**config.mk**
```make
export PLATFORM = sky130hd
export DESIGN_NAME = multicycle_alu_flat
export DESIGN_NICKNAME = d
export VERILOG_FILES = /design/src/rtl/multicycle_alu_if.sv /design/src/rtl/multicycle_alu.sv /design/src/flat_wrapper.sv
export SDC_FILE = /design/constraint.sdc
export NUM_CORES = 1
export LEC_CHECK = 0
export BUFFER_PORTS_ARGS = -buffer_cell sky130_fd_sc_hd__buf_2
export CORE_ASPECT_RATIO = 0.75
export CORE_MARGIN = 2
export CORE_UTILIZATION = 23
export CTS_CLUSTER_DIAMETER = 120
export DETAILED_ROUTE_END_ITERATION = 10
export MAX_ROUTING_LAYER = met4
export PLACE_DENSITY_LB_ADDON = 0.15
export REMOVE_ABC_BUFFERS = 1
export SETUP_SLACK_MARGIN = 0.02
export SLEW_MARGIN = 20
export SYNTH_ARGS = -nofsm -noshare
export SYNTH_HDL_FRONTEND = slang
export SYNTH_SLANG_ARGS = --single-unit
export TNS_END_PERCENT = 100
```
**constraint.sdc**
```tcl
create_clock -name clk -period 8.3 [get_ports clk]
set_clock_uncertainty 0.05 [all_clocks]
set_input_delay 0.83 -clock clk [delete_from_list [all_inputs] [get_ports clk]]
set_output_delay 0.83 -clock clk [all_outputs]
set_load 0.02 [all_outputs]
```
**src/rtl/multicycle_alu_if.sv**
```systemverilog
// Request/response bundle for multicycle_alu: operands and opcode in, registered result and status out.
interface multicycle_alu_if #(
  parameter int WIDTH = 32
);
  logic             start;
  logic [WIDTH-1:0] A;
  logic [WIDTH-1:0] B;
  logic [3:0]       ALUControl;
  logic [WIDTH-1:0] Result;
  logic             Zero;
  logic             Overflow;
  logic             busy;
  logic             done;

  modport master (
    output start, A, B, ALUControl,
    input  Result, Zero, Overflow, busy, done
  );

  modport slave (
    input  start, A, B, ALUControl,
    output Result, Zero, Overflow, busy, done
  );
endinterface

```
**src/rtl/multicycle_alu.sv**
```systemverilog
// Multicycle ALU: single-cycle logic/arith ops, iterative MUL/DIVU/REMU (WIDTH steps each).
// Define MULTICYCLE_ALU_MULDIV_EN to build the iterative ops; otherwise their opcodes behave as undefined.
module multicycle_alu #(
  parameter int WIDTH = 32
) (
  input logic           clk,
  input logic           reset,
  multicycle_alu_if.slave bus
);
  localparam int SHW = $clog2(WIDTH);

  localparam logic [3:0] OP_AND  = 4'b0000;
  localparam logic [3:0] OP_OR   = 4'b0001;
  localparam logic [3:0] OP_ADD  = 4'b0010;
  localparam logic [3:0] OP_XOR  = 4'b0011;
  localparam logic [3:0] OP_SUB  = 4'b0110;
  localparam logic [3:0] OP_SLT  = 4'b0111;
  localparam logic [3:0] OP_SLTU = 4'b1000;
  localparam logic [3:0] OP_SLL  = 4'b1001;
  localparam logic [3:0] OP_MUL  = 4'b1010;
  localparam logic [3:0] OP_DIVU = 4'b1011;
  localparam logic [3:0] OP_NOR  = 4'b1100;
  localparam logic [3:0] OP_SRL  = 4'b1101;
  localparam logic [3:0] OP_SRA  = 4'b1110;
  localparam logic [3:0] OP_REMU = 4'b1111;

  typedef enum logic [1:0] {
    IDLE = 2'd0,
    EXEC = 2'd1,
    DONE = 2'd2
  } state_t;

  state_t           state_r;
  state_t           state_nxt_s;
  logic [WIDTH-1:0] sum_s;
  logic [WIDTH-1:0] diff_s;
  logic [SHW-1:0]   shamt_s;
  logic [WIDTH-1:0] alu_res_s;
  logic             alu_ovf_s;
  logic             multi_s;
  logic             last_s;
  logic [WIDTH-1:0] fin_s;
  logic [WIDTH-1:0] result_r;
  logic             zero_r;
  logic             ovf_r;
  logic             busy_s;
  logic             done_s;

  assign sum_s   = bus.A + bus.B;
  assign diff_s  = bus.A - bus.B;
  assign shamt_s = bus.B[SHW-1:0];

  // Single-cycle datapath evaluated on the live inputs in the accepting cycle
  always_comb begin
    alu_res_s = '0;
    alu_ovf_s = 1'b0;
    case (bus.ALUControl)
      OP_ADD: begin
        alu_res_s = sum_s;
        alu_ovf_s = (bus.A[WIDTH-1] == bus.B[WIDTH-1]) && (sum_s[WIDTH-1] != bus.A[WIDTH-1]);
      end
      OP_SUB: begin
        alu_res_s = diff_s;
        alu_ovf_s = (bus.A[WIDTH-1] != bus.B[WIDTH-1]) && (diff_s[WIDTH-1] != bus.A[WIDTH-1]);
      end
      OP_AND:  alu_res_s = bus.A & bus.B;
      OP_OR:   alu_res_s = bus.A | bus.B;
      OP_XOR:  alu_res_s = bus.A ^ bus.B;
      OP_NOR:  alu_res_s = ~(bus.A | bus.B);
      OP_SLT:  alu_res_s = {{(WIDTH-1){1'b0}}, ($signed(bus.A) < $signed(bus.B))};
      OP_SLTU: alu_res_s = {{(WIDTH-1){1'b0}}, (bus.A < bus.B)};
      OP_SLL:  alu_res_s = bus.A << shamt_s;
      OP_SRL:  alu_res_s = bus.A >> shamt_s;
      OP_SRA:  alu_res_s = $signed(bus.A) >>> shamt_s;
      default: begin
        alu_res_s = '0;
        alu_ovf_s = 1'b0;
      end
    endcase
  end

`ifdef MULTICYCLE_ALU_MULDIV_EN
  // opa_r holds multiplier / dividend-then-quotient, opb_r multiplicand / divisor, acc_r product / remainder
  logic [3:0]       op_r;
  logic [WIDTH-1:0] acc_r;
  logic [WIDTH-1:0] opa_r;
  logic [WIDTH-1:0] opb_r;
  logic [SHW-1:0]   cnt_r;
  logic [WIDTH-1:0] acc_nxt_s;
  logic [WIDTH-1:0] opa_nxt_s;
  logic [WIDTH-1:0] opb_nxt_s;
  logic [WIDTH:0]   shifted_s;
  logic [WIDTH:0]   trial_s;

  assign multi_s = (bus.ALUControl == OP_MUL) || (bus.ALUControl == OP_DIVU) ||
                   (bus.ALUControl == OP_REMU);
  assign last_s  = (cnt_r == SHW'(WIDTH - 1));

  // One shift-add or restoring-division step per EXEC cycle
  always_comb begin
    shifted_s = {acc_r, opa_r[WIDTH-1]};
    trial_s   = shifted_s - {1'b0, opb_r};
    if (op_r == OP_MUL) begin
      acc_nxt_s = opa_r[0] ? (acc_r + opb_r) : acc_r;
      opa_nxt_s = opa_r >> 1;
      opb_nxt_s = opb_r << 1;
    end else begin
      opb_nxt_s = opb_r;
      if (!trial_s[WIDTH]) begin
        acc_nxt_s = trial_s[WIDTH-1:0];
        opa_nxt_s = {opa_r[WIDTH-2:0], 1'b1};
      end else begin
        acc_nxt_s = shifted_s[WIDTH-1:0];
        opa_nxt_s = {opa_r[WIDTH-2:0], 1'b0};
      end
    end
    case (op_r)
      OP_DIVU: fin_s = opa_nxt_s;
      default: fin_s = acc_nxt_s;
    endcase
  end

  // Iteration state: loaded on accepted start, stepped in EXEC
  always_ff @(posedge clk) begin
    if (reset) begin
      op_r  <= 4'b0000;
      acc_r <= '0;
      opa_r <= '0;
      opb_r <= '0;
      cnt_r <= '0;
    end else if ((state_r == IDLE) && bus.start) begin
      op_r  <= bus.ALUControl;
      acc_r <= '0;
      opa_r <= bus.A;
      opb_r <= bus.B;
      cnt_r <= '0;
    end else if (state_r == EXEC) begin
      acc_r <= acc_nxt_s;
      opa_r <= opa_nxt_s;
      opb_r <= opb_nxt_s;
      cnt_r <= cnt_r + SHW'(1);
    end else begin
      cnt_r <= cnt_r;
    end
  end
`else
  assign multi_s = 1'b0;
  assign last_s  = 1'b0;
  assign fin_s   = '0;
`endif

  // State register
  always_ff @(posedge clk) begin
    if (reset) begin
      state_r <= IDLE;
    end else begin
      state_r <= state_nxt_s;
    end
  end

  // Next-state logic; start is only looked at in IDLE
  always_comb begin
    state_nxt_s = state_r;
    case (state_r)
      IDLE: begin
        if (bus.start) begin
          state_nxt_s = multi_s ? EXEC : DONE;
        end else begin
          state_nxt_s = IDLE;
        end
      end
      EXEC: begin
        if (last_s) begin
          state_nxt_s = DONE;
        end else begin
          state_nxt_s = EXEC;
        end
      end
      DONE:    state_nxt_s = IDLE;
      default: state_nxt_s = IDLE;
    endcase
  end

  // Status decode from the state register
  always_comb begin
    busy_s = 1'b0;
    done_s = 1'b0;
    case (state_r)
      IDLE: begin
        busy_s = 1'b0;
        done_s = 1'b0;
      end
      EXEC: begin
        busy_s = 1'b1;
        done_s = 1'b0;
      end
      DONE: begin
        busy_s = 1'b1;
        done_s = 1'b1;
      end
      default: begin
        busy_s = 1'b0;
        done_s = 1'b0;
      end
    endcase
  end

  // Result registers change only on the edge that enters DONE
  always_ff @(posedge clk) begin
    if (reset) begin
      result_r <= '0;
      zero_r   <= 1'b1;
      ovf_r    <= 1'b0;
    end else if ((state_r == IDLE) && bus.start && !multi_s) begin
      result_r <= alu_res_s;
      zero_r   <= (alu_res_s == '0);
      ovf_r    <= alu_ovf_s;
    end else if ((state_r == EXEC) && last_s) begin
      result_r <= fin_s;
      zero_r   <= (fin_s == '0);
      ovf_r    <= 1'b0;
    end else begin
      result_r <= result_r;
    end
  end

  assign bus.Result   = result_r;
  assign bus.Zero     = zero_r;
  assign bus.Overflow = ovf_r;
  assign bus.busy     = busy_s;
  assign bus.done     = done_s;
endmodule
```
**src/flat_wrapper.sv**
```systemverilog
// flat-port wrapper written by rule: the top's interface ports become plain ports
module multicycle_alu_flat 
#(
  parameter int WIDTH = 32
)
  (clk, reset, bus_start, bus_A, bus_B, bus_ALUControl, bus_Result, bus_Zero, bus_Overflow, bus_busy, bus_done);
  multicycle_alu_if #(.WIDTH(WIDTH)) bus_i ();
  input logic clk;
  input logic reset;
  input wire logic [$bits(bus_i.start)-1:0] bus_start;
  input wire logic [$bits(bus_i.A)-1:0] bus_A;
  input wire logic [$bits(bus_i.B)-1:0] bus_B;
  input wire logic [$bits(bus_i.ALUControl)-1:0] bus_ALUControl;
  output wire logic [$bits(bus_i.Result)-1:0] bus_Result;
  output wire logic [$bits(bus_i.Zero)-1:0] bus_Zero;
  output wire logic [$bits(bus_i.Overflow)-1:0] bus_Overflow;
  output wire logic [$bits(bus_i.busy)-1:0] bus_busy;
  output wire logic [$bits(bus_i.done)-1:0] bus_done;
  assign bus_i.start = bus_start;
  assign bus_i.A = bus_A;
  assign bus_i.B = bus_B;
  assign bus_i.ALUControl = bus_ALUControl;
  assign bus_Result = bus_i.Result;
  assign bus_Zero = bus_i.Zero;
  assign bus_Overflow = bus_i.Overflow;
  assign bus_busy = bus_i.busy;
  assign bus_done = bus_i.done;
  multicycle_alu #(.WIDTH(WIDTH)) u_core (.clk(clk), .reset(reset), .bus(bus_i));
endmodule
```
### Word level (Yosys, flattened, before mapping)

Cells that the tools add are included.

* output and inout port bits: 36
* logic and storage cells: 44
* input bits: 71
* bits in registers: 36

* muxes and demuxes: 6
* shifts and indexed selects: 3
* bitwise gates (word level): 4
* eq/ne operators: 16
* order comparisons: 2
* reductions and logical operators: 7
* add/sub/neg operators: 2

Operators with widths (number)
* 32-bit case mux with 11 select lines: 1
* 32-bit < comparator: 2
* 32-bit adder: 1
* 32-bit bitwise AND: 1
* 32-bit zero test: 1
* 32-bit inverter: 1
* 32-bit bitwise OR: 1
* 32-bit by 5-bit left shift with 32-bit output: 1
* 32-bit by 5-bit >> shifter with 32-bit output: 1
* 32-bit by 5-bit >>> shifter with 32-bit output: 1
* 32-bit subtractor: 1
* 32-bit XOR: 1
* 4-bit equality test (second input constant): 5
* 4-bit by 2-bit equality test with 1-bit output (second input constant): 2
* 4-bit by 3-bit equality test with 1-bit output (second input constant): 2
* 4-bit by 1-bit equality test with 1-bit output (second input constant): 1
* 4-bit zero test: 1
* 2-bit case mux with 2 select lines: 1
* 1-bit logical AND: 3
* 1-bit inequality test: 3
* 2-bit by 1-bit equality test with 1-bit output (second input constant): 1
* 2-bit equality test (second input constant): 1
* 2-bit zero test: 1
* 1-bit 2-to-1 mux: 2
* other kinds (4): 4

### Logic depth before layout (Yosys ltp)

* depth in word-level cells: 4
* gate-level depth with buffers: 19
* gate-level depth less buffers: 14

### Worst setup path after synthesis

OpenSTA, ideal clock, no wires.

* path kind: input -> register
* start: input port bus_B[2]
* end: register u_core.zero_r (netlist: u_core.bus.Zero)
* data required time: 8.166 ns
* path buffers: 6
* arrival: 4.714 ns
* cell stages on the path: 18
* setup time: 0.084 ns
* slack: 3.452 ns
* cell sequence: buf_4 -> buf_4 -> buf_4 -> clkinv_1 -> buf_2 -> buf_2 -> ha_1 -> clkbuf_1 -> or4_1 -> a211oi_1 -> o2111ai_1 -> a31oi_1 -> nor2_1 -> o311ai_0 -> a21oi_1 -> nor4_1 -> nand4_1 -> o31ai_2

* longest elaborated chain between the ends: 4
* elaborated cells on any way between the ends: 13
* those cells by class: add/sub: 2; order compare: 2; shift: 3; mux: 1; bitwise: 4; reduce/logical: 1

Ends and longest elaborated chain
* from (decl): line flat_wrapper.sv:12 `input wire logic [$bits(bus_i.B)-1:0] bus_B;`
* branches (longest 2 deep; another with 32-bit subtractor)
* 32-bit case mux with 11 select lines *: line multicycle_alu.sv:57 `case (bus.ALUControl)`
* 32-bit zero test *: line multicycle_alu.sv:216 `zero_r <= (alu_res_s == '0);`
* to (signal assigned): line multicycle_alu.sv:216
* to (signal assigned): line multicycle_alu.sv:220 `zero_r <= (fin_s == '0);`
* to (decl): line multicycle_alu.sv:44 `logic zero_r;`

Mark *: on every way between the ends.
A chain may end at the register's enable or synchronous reset.

### Worst setup path in the final report

Same ends and word-level chain as after synthesis.

==> summary.txt <==
Outcome
  – Run status: completed

Logic synthesis
  – Synthesized area per cell: between 7 and 8 um^2
  – Number of synthesized flops with an enable pin: 0
  – Synthesis Warnings: 0
  – Area of the mapped netlist: approximately 12000 um^2
  – Leading register cell type out of synthesis: dfxtp_1
  – Count of distinct cell types in the synthesized netlist: 89
  – Sequential area share after synthesis: 0.0614
  – #FFs+latches synth: 36
  – Fraction of registers with async set/reset: 0
  – Cell count after synthesis: between 1500 and 2000

Worst setup path
  – Worst-case register-to-register setup slack: between 4 and 5 ns
  – Critical path capture point type: register
  – Startpoint type of the worst setup path: input pin
  – Slowest cell delay on critical path: slightly above 0.7 ns
  – Worst Path Class, Setup: input pin to register
  – Maximum fanout along the worst path: 52
  – Highest-delay cell along the critical path: a211oi_1
  – Endpoint required time on the critical path: 8.45 ns
  – Worst-path cell chain: buf_4 -> buf_4 -> nand2b_1 -> o22ai_1 -> nor2_1 -> o2111ai_1 -> a211oi_1 -> o2111ai_1 -> nor4_1 -> nand4_1 -> nor4_1 -> nand4_1 -> o31ai_2
  – Delay-heaviest family, CP: simple AND/OR/NAND/NOR gates
  – Critical path buffers and inverters: 2
  – Data arrival time at the worst-slack endpoint: 5.93 ns

Global route
  – Pin count of the biggest net entering global routing: about 110
  – Grt total ovfl: 0
  – Total routing usage reported by global routing: 0.276
  – Number of antenna violations at the first check in global routing: 5
  – Global-route wire length before repair: slightly above 100000 um
  – Vias in the first global route: 13366

Final layout
  – Fraction of layout cells with a size suffix above 1: 0.156
  – Net count, final: around 1800
  – Leading cell type in the layout, fill and taps excluded: nor2_1
  – Most frequent cells in the layout: nor2_1 (144), nand2_1 (133), a21oi_1 (118), buf_2 (104), ha_1 (102)
  – Growth of design area from synthesis to finish: 10.2%
  – Filler Cell Count: around 5600

CTS
  – Worst-path clk slew: approximately 0.060 ns
  – Buffers from clock root to sink, at most: 2
  – Deepest level of the CTS H-tree: 2
  – CTS Hold Bufs: 0
  – Number of sinks driven by the clock tree: 36
  – Cell chosen for the clock root: clkbuf_16
  – Number of CTS-inserted buffers: 5
  – Post-CTS setup repair buffer count: 0
  – CTS tree: built
  – Cells resized by post-CTS repair: 0
  – Source-to-sink clock delay at the later pin of the worst-skew pair: 0.28 ns

STA
  – Final-layout setup total negative slack: 0 ns
  – Max Slew Vio Count: 0
  – Worst rel slew slack: 0.163
  – Slew at the pin closest to its max-slew limit: between 1 and 1.5 ns
  – Setup repair after global routing missed its margin: false
  – Final critical delay including setup and external delays: between 5 and 6 ns
  – Final worst-path cycle share: 0.696
  – Number of setup violations in the final report: 0
  – Total count of hold-check failures in the final report: 0
  – Top achievable clock speed: approximately 170 MHz

Floorplan
  – Starting density of the core: 0.234
  – Horiz. Die Dim: 265 um
  – Number of standard-cell rows in the floorplan: 71
  – Die area: between 50000 and 60000 um^2
  – Die span in y: about 200 um
  – Total I/O pin count: between 100 and 150
  – Placeable core region: 50300 um^2

Pwr
  – Static leakage: just over 5 nW
  – Power per unit of standard cell area: about 100 nW/um^2
  – Power after layout: between 1 and 1.5 mW
  – IR Drop Worst-Case VDD: 63.6 uV

Place
  – Total of buffers placed on input and output ports: between 100 and 150
  – Detailed placer's ending HPWL: 56300 um
  – Final Wtd Congestion: slightly above 1

Drt
  – DR DRC count: 0
  – Total via count in the routed design: 14499
  – Detailed Routing Iterations Pass 1: 7
  – Routed length per placed instance: between 30 and 40 um
  – Routed Antenna Nets: 0
  – Count of routing violations after the opening detailed-route iteration: 2043
  – Mean number of vias per cell: roughly 6.3
  – Final wirelength: ~73000 um

Hold path
  – Worst min-delay path class: register to register

Job
  – Max-cap check violation count: 0
==> metrics by stage <==
step                      area (um^2)  hold slack [ns]  utilization  cells  setup slack (ns)
final                           12900            0.398        0.257   2299              2.52
after global routing            12900            0.422        0.257   2299              2.25
after CTS                       12900            0.403        0.257   2297              2.62
after detailed placement        12800            0.395        0.254   2289              2.34
after global placement          12800            0.391        0.254   2288              1.98
after floorplan                 11100            0.478            -   1486              3.76
==> tightest hold or removal path, cell delays in order, from the launching register on <==
cell	delay (ns)
dfxtp_1	0.30
nand2_1	0.05
a21oi_1	0.05
==> sequential cells by signal, summed over array words and instances, names as in the netlist <==
register	cells
u_core.bus.Result	32
u_core.state_r	2
u_core.bus.Overflow	1
u_core.bus.Zero	1
==> path summary, 6_finish.rpt <==
check	startpoint	cells past startpoint	endpoint
setup / recovery	bus_B[2]	13	u_core.bus.Zero$_SDFFE_PP1P_
setup reg to reg	u_core.state_r[0]$_SDFF_PP0_	13	u_core.bus.Zero$_SDFFE_PP1P_
hold / removal	u_core.bus.Result[19]$_SDFFE_PP0P_	2	u_core.bus.Result[19]$_SDFFE_PP0P_
hold reg to reg	u_core.bus.Result[19]$_SDFFE_PP0P_	2	u_core.bus.Result[19]$_SDFFE_PP0P_
==> cells in the mapped netlist, types with 11 or more instances <==
library cell | count | area [um^2]
mux2_2 | 29 | 327
inv_1 | 99 | 372
o221ai_1 | 17 | 149
mux4_2 | 45 | 1010
and2_1 | 17 | 106
nand4_1 | 19 | 119
a221o_1 | 12 | 120
nor4_1 | 20 | 125
buf_2 | 31 | 155
o22a_1 | 11 | 96.3
o21ai_0 | 80 | 400
nor2b_1 | 20 | 125
buf_1 | 11 | 41.3
a22oi_1 | 31 | 233
a21oi_1 | 118 | 591
o22ai_1 | 26 | 163
o31ai_1 | 18 | 135
dfxtp_1 | 36 | 721
o211ai_1 | 25 | 188
a211oi_1 | 50 | 375
nor2_1 | 145 | 544
clkbuf_1 | 107 | 402
nand3_1 | 54 | 270
nor3_1 | 50 | 250
mux2i_1 | 71 | 711
a221oi_1 | 21 | 184
o2111ai_1 | 14 | 123
nand2b_1 | 14 | 87.6
nand2_1 | 133 | 499
a31oi_1 | 23 | 144
ha_1 | 102 | 1280
==> power breakdown <==
part           switching (mW)  total [mW]  internal (mW)
Sequential            0.00661       0.194          0.187
Clock                  0.0754       0.217          0.141
Combinational           0.614       0.893          0.279
==> per-layer routing <==
metal / wire length, um / share of wire / vias up / GRT usage
met3: 6380 / 0.088 / 59 / 0.0330
met2: 30000 / 0.41 / 872 / 0.393
met1: 35700 / 0.49 / 7287 / 0.419
li1: - / - / 6281 / -
met5: 0 / 0 / - / -
met4: 842 / 0.012 / 0 / 0.0326
==> area by class of cell <==
type / instances / area, um^2 / share of cell area
clock buffer: 5 / 125 / 0.00967
clock inverter: 3 / 42.5 / 0.00329
timing repair buffer: 146 / 845 / 0.0653
sequential: 36 / 721 / 0.0557
multi-input combinational: 1349 / 10000 / 0.773
inverter: 101 / 379 / 0.0293
tap: 657 / 822 / 0.0635
antenna: 2 / 5.00 / 0.000387
==> kinds of logic (layout without fill, tap and decap cells) <==
kind of cell | Yosys count | after routing | share of synthesized area
AO/OA/AOI/OAI | 558 | 558 | 0.333
XOR/XNOR | 11 | 11 | 0.00820
flip-flops | 36 | 36 | 0.0614
other | 0 | 2 | 0
AND/OR/NAND/NOR | 530 | 530 | 0.219
adder cells (fa/ha/maj) | 104 | 104 | 0.112
buffers and inverters | 260 | 255 | 0.0906
multiplexers | 146 | 146 | 0.176
(Power assumes the default switching activity.)
